File: src/rtl/seg_scan_mux_if.sv
// Display-side bundle of seg_scan_mux: glyph/enable/load inputs from the
// occupancy logic and the scanned select/segment outputs toward the pins.
interface seg_scan_mux_if #(
   parameter int unsigned NUM_DIGITS = 5
);
   localparam int unsigned CODE_W = 5 * NUM_DIGITS;

   logic [CODE_W-1:0]     digit_code;
   logic [NUM_DIGITS-1:0] digit_dp;
   logic [NUM_DIGITS-1:0] digit_en;
   logic                  load;
   logic                  blink;
   logic [NUM_DIGITS-1:0] seg_sel;
   logic [7:0]            seg_data;
   logic                  frame_start;

   modport master (
      output digit_code, digit_dp, digit_en, load, blink,
      input  seg_sel, seg_data, frame_start
   );

   modport slave (
      input  digit_code, digit_dp, digit_en, load, blink,
      output seg_sel, seg_data, frame_start
   );
endinterface

File: src/rtl/seg_scan_mux.sv
// Time-multiplexed seven-segment scanner with a tear-free shadow buffer and per-slot dead time.
// Optional blink gating is compiled in when SEG_BLINK_EN is defined.
module seg_scan_mux #(
   parameter int unsigned NUM_DIGITS     = 5,
   parameter int unsigned SCAN_DIV       = 50000,
   parameter int unsigned BLANK_CYCLES   = 2,
   parameter int unsigned SEL_ACTIVE_LOW = 0,
   parameter int unsigned SEG_ACTIVE_LOW = 0,
   parameter int unsigned BLINK_FRAMES   = 64
) (
   input logic           clk,
   input logic           rst_n,
   seg_scan_mux_if.slave bus
);
   localparam int unsigned CNT_W  = (SCAN_DIV > 1) ? $clog2(SCAN_DIV) : 1;
   localparam int unsigned IDX_W  = $clog2(NUM_DIGITS);
   localparam int unsigned CODE_W = 5 * NUM_DIGITS;
   localparam logic [CODE_W-1:0]     CODE_RST = {NUM_DIGITS{5'd31}};
   localparam logic [NUM_DIGITS-1:0] SEL_IDLE = (SEL_ACTIVE_LOW != 0) ? {NUM_DIGITS{1'b1}} : '0;
   localparam logic [7:0]            SEG_IDLE = (SEG_ACTIVE_LOW != 0) ? 8'hFF : 8'h00;

   function automatic logic [6:0] decode(input logic [4:0] code);
      logic [6:0] seg;
      case (code)
         5'd0:  seg = 7'h3F;
         5'd1:  seg = 7'h06;
         5'd2:  seg = 7'h5B;
         5'd3:  seg = 7'h4F;
         5'd4:  seg = 7'h66;
         5'd5:  seg = 7'h6D;
         5'd6:  seg = 7'h7D;
         5'd7:  seg = 7'h07;
         5'd8:  seg = 7'h7F;
         5'd9:  seg = 7'h6F;
         5'd10: seg = 7'h77;
         5'd11: seg = 7'h7C;
         5'd12: seg = 7'h39;
         5'd13: seg = 7'h5E;
         5'd14: seg = 7'h79;
         5'd15: seg = 7'h71;
         5'd16: seg = 7'h40;
         5'd17: seg = 7'h73;
         5'd18: seg = 7'h38;
         default: seg = 7'h00;
      endcase
      return seg;
   endfunction

   logic [CNT_W-1:0]      cnt_q, cnt_d;
   logic [IDX_W-1:0]      idx_q, idx_d;
   logic [CODE_W-1:0]     pend_code_q, pend_code_d, act_code_q, act_code_d;
   logic [NUM_DIGITS-1:0] pend_dp_q, pend_dp_d, act_dp_q, act_dp_d;
   logic                  pend_v_q, pend_v_d;
   logic [NUM_DIGITS-1:0] seg_sel_q, seg_sel_d;
   logic [7:0]            seg_data_q, seg_data_d;
   logic                  frame_start_q, frame_start_d;
   logic                  wrap_slot_c, wrap_frame_c, blank_c, sel_on_c, slot_en_c, slot_dp_c;
   logic [4:0]            slot_code_c;

`ifdef SEG_BLINK_EN
   localparam int unsigned BF_W = $clog2(BLINK_FRAMES + 1);
   logic [BF_W-1:0] blink_cnt_q, blink_cnt_d;
   logic            phase_q, phase_d, blank_q, blank_d;

   // Frame counter toggles the phase; the blank decision is latched per slot so blink=0 restores at a slot edge.
   always_comb begin
      blink_cnt_d = blink_cnt_q;
      phase_d     = phase_q;
      blank_d     = blank_q;
      if (wrap_frame_c) begin
         if (blink_cnt_q == BF_W'(BLINK_FRAMES - 1)) begin
            blink_cnt_d = '0;
            phase_d     = ~phase_q;
         end else begin
            blink_cnt_d = blink_cnt_q + BF_W'(1);
         end
      end
      if (wrap_slot_c) blank_d = bus.blink && phase_d;
   end

   always_ff @(posedge clk or negedge rst_n) begin
      if (!rst_n) begin
         blink_cnt_q <= '0;
         phase_q     <= 1'b0;
         blank_q     <= 1'b0;
      end else begin
         blink_cnt_q <= blink_cnt_d;
         phase_q     <= phase_d;
         blank_q     <= blank_d;
      end
   end

   assign blank_c = blank_q;
`else
   logic unused_blink;
   assign unused_blink = bus.blink;
   assign blank_c      = 1'b0;
`endif

   // Scan position, shadow-buffer commit and registered slot outputs.
   always_comb begin
      wrap_slot_c  = (cnt_q == CNT_W'(SCAN_DIV - 1));
      wrap_frame_c = wrap_slot_c && (idx_q == IDX_W'(NUM_DIGITS - 1));
      cnt_d        = wrap_slot_c ? '0 : cnt_q + CNT_W'(1);
      idx_d        = idx_q;
      if (wrap_slot_c) idx_d = wrap_frame_c ? '0 : idx_q + IDX_W'(1);

      pend_code_d = pend_code_q;
      pend_dp_d   = pend_dp_q;
      pend_v_d    = pend_v_q;
      act_code_d  = act_code_q;
      act_dp_d    = act_dp_q;
      if (bus.load) begin
         pend_code_d = bus.digit_code;
         pend_dp_d   = bus.digit_dp;
         pend_v_d    = 1'b1;
      end
      // A load on the boundary cycle bypasses pending and lands in this frame.
      if (wrap_frame_c) begin
         if (bus.load) begin
            act_code_d = bus.digit_code;
            act_dp_d   = bus.digit_dp;
         end else if (pend_v_q) begin
            act_code_d = pend_code_q;
            act_dp_d   = pend_dp_q;
         end
         pend_v_d = 1'b0;
      end

      slot_code_c = 5'd31;
      slot_dp_c   = 1'b0;
      slot_en_c   = 1'b0;
      for (int i = 0; i < int'(NUM_DIGITS); i++) begin
         if (idx_q == IDX_W'(i)) begin
            slot_code_c = act_code_q[5*i +: 5];
            slot_dp_c   = act_dp_q[i];
            slot_en_c   = bus.digit_en[i];
         end
      end
      sel_on_c      = slot_en_c && (cnt_q >= CNT_W'(BLANK_CYCLES)) && !blank_c;
      seg_sel_d     = (sel_on_c ? (NUM_DIGITS'(1) << idx_q) : '0) ^ SEL_IDLE;
      seg_data_d    = (sel_on_c ? {slot_dp_c, decode(slot_code_c)} : 8'h00) ^ SEG_IDLE;
      frame_start_d = (idx_q == '0) && (cnt_q == '0);
   end

   always_ff @(posedge clk or negedge rst_n) begin
      if (!rst_n) begin
         cnt_q         <= '0;
         idx_q         <= '0;
         pend_code_q   <= CODE_RST;
         pend_dp_q     <= '0;
         pend_v_q      <= 1'b0;
         act_code_q    <= CODE_RST;
         act_dp_q      <= '0;
         seg_sel_q     <= SEL_IDLE;
         seg_data_q    <= SEG_IDLE;
         frame_start_q <= 1'b0;
      end else begin
         cnt_q         <= cnt_d;
         idx_q         <= idx_d;
         pend_code_q   <= pend_code_d;
         pend_dp_q     <= pend_dp_d;
         pend_v_q      <= pend_v_d;
         act_code_q    <= act_code_d;
         act_dp_q      <= act_dp_d;
         seg_sel_q     <= seg_sel_d;
         seg_data_q    <= seg_data_d;
         frame_start_q <= frame_start_d;
      end
   end

   assign bus.seg_sel     = seg_sel_q;
   assign bus.seg_data    = seg_data_q;
   assign bus.frame_start = frame_start_q;
endmodule

File: src/flat_wrapper.sv
// flat-port wrapper written by rule: the top's interface ports become plain ports
module seg_scan_mux_flat 
#(
   parameter int unsigned NUM_DIGITS     = 5,
   parameter int unsigned SCAN_DIV       = 50000,
   parameter int unsigned BLANK_CYCLES   = 2,
   parameter int unsigned SEL_ACTIVE_LOW = 0,
   parameter int unsigned SEG_ACTIVE_LOW = 0,
   parameter int unsigned BLINK_FRAMES   = 64
)
  (clk, rst_n, bus_digit_code, bus_digit_dp, bus_digit_en, bus_load, bus_blink, bus_seg_sel, bus_seg_data, bus_frame_start);
  seg_scan_mux_if #(.NUM_DIGITS(NUM_DIGITS)) bus_i ();
  input logic clk;
  input logic rst_n;
  input wire logic [$bits(bus_i.digit_code)-1:0] bus_digit_code;
  input wire logic [$bits(bus_i.digit_dp)-1:0] bus_digit_dp;
  input wire logic [$bits(bus_i.digit_en)-1:0] bus_digit_en;
  input wire logic [$bits(bus_i.load)-1:0] bus_load;
  input wire logic [$bits(bus_i.blink)-1:0] bus_blink;
  output wire logic [$bits(bus_i.seg_sel)-1:0] bus_seg_sel;
  output wire logic [$bits(bus_i.seg_data)-1:0] bus_seg_data;
  output wire logic [$bits(bus_i.frame_start)-1:0] bus_frame_start;
  assign bus_i.digit_code = bus_digit_code;
  assign bus_i.digit_dp = bus_digit_dp;
  assign bus_i.digit_en = bus_digit_en;
  assign bus_i.load = bus_load;
  assign bus_i.blink = bus_blink;
  assign bus_seg_sel = bus_i.seg_sel;
  assign bus_seg_data = bus_i.seg_data;
  assign bus_frame_start = bus_i.frame_start;
  seg_scan_mux #(.NUM_DIGITS(NUM_DIGITS), .SCAN_DIV(SCAN_DIV), .BLANK_CYCLES(BLANK_CYCLES), .SEL_ACTIVE_LOW(SEL_ACTIVE_LOW), .SEG_ACTIVE_LOW(SEG_ACTIVE_LOW), .BLINK_FRAMES(BLINK_FRAMES)) u_core (.clk(clk), .rst_n(rst_n), .bus(bus_i));
endmodule
File: config.mk
export PLATFORM = sky130hd
export DESIGN_NAME = seg_scan_mux_flat
export DESIGN_NICKNAME = d
export VERILOG_FILES = /design/src/rtl/seg_scan_mux_if.sv /design/src/rtl/seg_scan_mux.sv /design/src/flat_wrapper.sv
export SDC_FILE = /design/constraint.sdc
export NUM_CORES = 1
export LEC_CHECK = 0
export CAP_MARGIN = 15
export CORE_MARGIN = 1
export CORE_UTILIZATION = 56
export DETAILED_ROUTE_END_ITERATION = 10
export PLACE_DENSITY = 0.84
export SETUP_SLACK_MARGIN = 0.1
export SLEW_MARGIN = 20
export SYNTH_ARGS = -nofsm -noshare
export SYNTH_HDL_FRONTEND = slang
export SYNTH_SLANG_ARGS = --single-unit
File: constraint.sdc
create_clock -name clk -period 3.15 [get_ports clk]
set_input_delay 0.4725 -clock clk [delete_from_list [all_inputs] [get_ports clk]]
set_output_delay 0.4725 -clock clk [all_outputs]
set_load 0.01 [all_outputs]
==> results of run 1 <==
-- path summary, 6_finish.rpt --
kind | start | slack [ps] | to
setup / recovery | u_core.idx_q[0] | 300 | u_core.bus.seg_data[1]
hold / removal | rst_n | 160 | u_core.cnt_q[2]
setup reg to reg | u_core.idx_q[0] | 300 | u_core.bus.seg_data[1]
hold reg to reg | u_core.pend_dp_q[3] | 500 | u_core.pend_dp_q[3]
max in group asynchronous | rst_n | 2360 | u_core.act_code_q[10]
min in group clk | u_core.pend_dp_q[3] | 500 | u_core.pend_dp_q[3]
-- through the flow --
stage	worst slack (ps)	utilization
after floorplan	622	-
after global placement	405	0.674
after detailed placement	351	0.674
after CTS	287	0.698
after global routing	102	0.702
final	302	0.702
-- worst max-delay path, stage by stage (launching register included) --
cell                      delay (ps)
sky130_fd_sc_hd__dfrtp_1         410
sky130_fd_sc_hd__inv_1           120
sky130_fd_sc_hd__ha_1            450
sky130_fd_sc_hd__nand2_1         280
sky130_fd_sc_hd__o221a_2         390
sky130_fd_sc_hd__inv_1           130
sky130_fd_sc_hd__ha_1            300
sky130_fd_sc_hd__inv_1            90
sky130_fd_sc_hd__or4b_1          510
sky130_fd_sc_hd__o21ai_0          80
-- timing repair --
action,CTS,global route
hold endpoints to repair,0,0
buffers inserted,0,3
resized for setup,0,1
endpoints found under the setup margin,0,6
hold buffers,0,0
-- cell families (layout without fill, tap and decap cells) --
family	Yosys count	after routing
simple gates	105	105
flops	94	94
mux	63	63
compound gates	40	40
buf+inv	31	92
fa+ha+maj	14	14
xor+xnor	13	13
-- layer usage --
metal / up-vias / part of all wire
li1: 1376 / -
met1: 1447 / 0.44
met2: 61 / 0.51
met3: 13 / 0.038
met4: 0 / 0.015
met5: - / 0
-- where the power goes --
group	internal, mW	leakage (nW)	switching (mW)
registers	1.27	1.09	0.0107
logic	0.0900	1.02	0.0661
clock network	0.309	0.0857	0.416
-- placed cells by master (no fill, tap or decap), drive strengths merged, types with 2 or more instances in the layout --
| cell type | netlist | final |
|---|---|---|
| mux2 | 60 | 60 |
| clkdlybuf4s50 | 0 | 50 |
| dfstp | 50 | 50 |
| dfrtp | 44 | 44 |
| nand2 | 28 | 28 |
| nor2 | 23 | 23 |
| ha | 14 | 14 |
| inv | 13 | 14 |
| buf | 13 | 13 |
| clkbuf | 5 | 11 |
| o21ai | 9 | 9 |
| xor2 | 9 | 9 |
| nand3b | 8 | 8 |
| nand3 | 8 | 8 |
| nor3 | 8 | 8 |
| a21oi | 7 | 7 |
| nor3b | 7 | 7 |
| nand4 | 6 | 6 |
| xnor2 | 4 | 4 |
| a31oi | 4 | 4 |
| a221oi | 3 | 3 |
| nor2b | 3 | 3 |
| nand2b | 3 | 3 |
| mux2i | 3 | 3 |
| o211ai | 3 | 3 |
| nor4 | 3 | 3 |
| o221ai | 2 | 2 |
| or2 | 2 | 2 |
| and3 | 2 | 2 |
| o221a | 2 | 2 |
| a211o | 2 | 2 |
| o311ai | 2 | 2 |
| a211oi | 2 | 2 |
| clkinv | 0 | 2 |
| clkinvlp | 0 | 2 |
-- Yosys cell counts, drive strengths merged --
master,count,area share
a211o,2,0.0040
a211oi,2,0.0034
a21oi,7,0.0079
a221oi,3,0.0060
a2bb2oi,1,0.0020
a31oi,4,0.0057
a32oi,1,0.0020
and3,2,0.0028
buf,13,0.018
clkbuf,5,0.0043
dfrtp,44,0.25
dfstp,50,0.30
ha,14,0.040
inv,13,0.011
mux2,60,0.15
mux2i,3,0.0068
nand2,28,0.024
nand2b,3,0.0043
nand3,8,0.0091
nand3b,8,0.014
nand4,6,0.0085
nand4b,1,0.0020
nor2,23,0.020
nor2b,3,0.0043
nor3,8,0.0091
nor3b,7,0.014
nor4,3,0.0091
o211ai,3,0.0051
o21ai,9,0.010
o221a,2,0.0051
o221ai,2,0.0040
o2bb2ai,1,0.0020
o311a,1,0.0023
o311ai,2,0.0040
or2,2,0.0028
or3,1,0.0014
or4,1,0.0017
or4b,1,0.0023
xnor2,4,0.0079
xor2,9,0.018
-- cell type report --
| type | instances | area, um^2 |
|---|---|---|
| Clock inverter | 5 | 33.8 |
| Inverter | 13 | 48.8 |
| Multi-Input combinational cell | 235 | 1850 |
| Sequential cell | 94 | 2410 |
| Tap cell | 99 | 124 |
| Clock buffer | 11 | 141 |
| Timing Repair Buffer | 63 | 614 |
| Fill cell | 558 | 2220 |
-- registers in the layout, summed over array words and instances, names as in the netlist, 3 cells and up --
signal,cells
u_core.idx_q,3
u_core.act_dp_q,5
u_core.pend_dp_q,5
u_core.cnt_q,16
u_core.pend_code_q,25
u_core.bus.seg_data,8
u_core.act_code_q,25
u_core.bus.seg_sel,5
==> summary by stage, run 1 <==
Global route
The overall global routing resource usage is 0.229. Summed over all layers, the global routing overflow is 0. The wire length of the first global-routing pass is 14700 um. The layer flagged by global routing as most heavily used is met2.

The global-route met3 utilization is 0.0379. The met2 capacity usage during global routing is 0.391. Entering global routing, the biggest net connects 85 pins. The initial antenna violation count is 0. The via count of the first global-routing pass is 2983.

The met1 track demand over resource is 0.294.

Die
The floorplan step set the die width to 90.7 um. The effective utilization at floorplan is 0.592. In this run the standard cell core region covers 0.00745 mm^2. In this run the vertical extent of the chip is 90.7 um. The die covers 0.00823 mm^2. The initialized floorplan defines 31 standard-cell rows.

The number of primary I/O pins is 53.

Setup path
The endpoint class of the critical path is a register. The worst register-to-register path has a depth of 9. The classification of the worst setup path is register to register. The worst path arrival time is 3130 ps. The required time of the critical path is 3430 ps.

The worst setup path is launched from a register. The biggest fanout along the worst timing path is 13.

STA
Adding up every negative setup slack in the final design gives 0 ps. The final hold slack is 163 ps. For the final database, setup skew stands at 7.54 ps.

The worst-margin pin slew is 739 ps. The number of slew-limit violations in the final report came to 0. Setup repair after global routing left no endpoint under its margin. The number of hold violations in the final report is 0. The final period utilization is 0.904. Derived from the worst setup path, the maximum achievable clock frequency is 351 MHz. The worst path needs 2850 ps of the cycle, external delays included. Setup violations remaining at the end of the flow were counted as 0. The worst slew slack as a fraction of its limit is 0.507.

Placement
The instance count after placement with tap cells included is 501. The final weighted congestion of routability-driven global placement is 0.871. The count of buffers from port buffering is 51.

After detailed placement, the total cell area comes to 0.00502 mm^2. The final HPWL from detailed placement is 5980 um.

Logic synthesis
The gate count of the mapped netlist is 360. The number of distinct library cell variants in the gate-level netlist after synthesis is 47. The share of the synthesized area in compound gates (AO/OA/AOI/OAI) is 0.0636. After synthesis the cells add up to 0.00441 mm^2.

Of the total synthesized cell area, the portion taken by full adders, half adders and majority gates is 0.0397. The share of the Yosys chip area taken by registers is 0.548. After synthesis the netlist holds a flip-flop and latch count of 94. A synthesized cell averages 12.2 um^2. Of the total synthesized cell area, the portion taken by AND, OR, NAND and NOR gates is 0.129. Measured against the total synthesized area, the mux share comes to 0.160.

The xor and xnor fraction of the mapped netlist area is 0.0258. Synthesis produced a netlist with a net count of 413. The combinational family with the most area after synthesis is multiplexers.

The warning count from the yosys run is 0.

Clock tree
No sink is reached through more buffers than the 2 on the longest clock path. The TritonCTS buffer count is 9. The clock network latency to the later pin of the worst-skew pair is 360 ps. The clock tree synthesis step divided the H-tree into 3 levels. Clock tree synthesis found a total of 94 sinks.

Clock-pin slew was measured on the worst setup and hold paths at 90 ps. The clock root buffer master is sky130_fd_sc_hd__clkbuf_8. TritonCTS built the clock tree.

Drt
After detailed routing, the number of vias per cell comes to 5.57. For this run, the detailed router's first-pass iteration total came to 4. The number of remaining DRC errors is 0. After the first detailed-routing iteration, the DRC count stood at 131. After detailed routing, the average wire length per cell comes to 16.5 um.

The routed design has 8560 um of wire. In this run the remaining antenna-violating nets after routing total 0. Summing over every cut layer, the via total after detailed routing is 2897.

Finish
Once layout is done, the placed cells without fillers occupy 0.00523 mm^2. The net count of the finished layout is 469. 0 antenna diodes ended up in the layout. The number of standard cells in the layout, taps in and fillers out is 520. Of the cells placed in the final design, the portion with a size suffix greater than 1 is 0.344. The area overhead of the layout relative to synthesis is 18.5%.

Pwr
The worst-case IR drop observed on VDD is 0.303 mV. The power after layout is 2.17 mW. For this design the static power due to leakage is 2.19 nW. In this run the power density over the cells is 414 mW/mm^2.

Min path
The class of the worst hold path is primary input to asynchronous set/reset pin.

Outcome
The run finished with clean final reports.

Flow run
Across the run, the number of max-cap violations was 0.
No activity file was read; power rests on OpenSTA's default activity.
==> inputs of run 2 (changes only) <==
Settings changed: SKIP_LAST_GASP set to 1.
==> results of run 2 <==
Same layout as run 1: the final DEF is identical, and so are final timing and power.
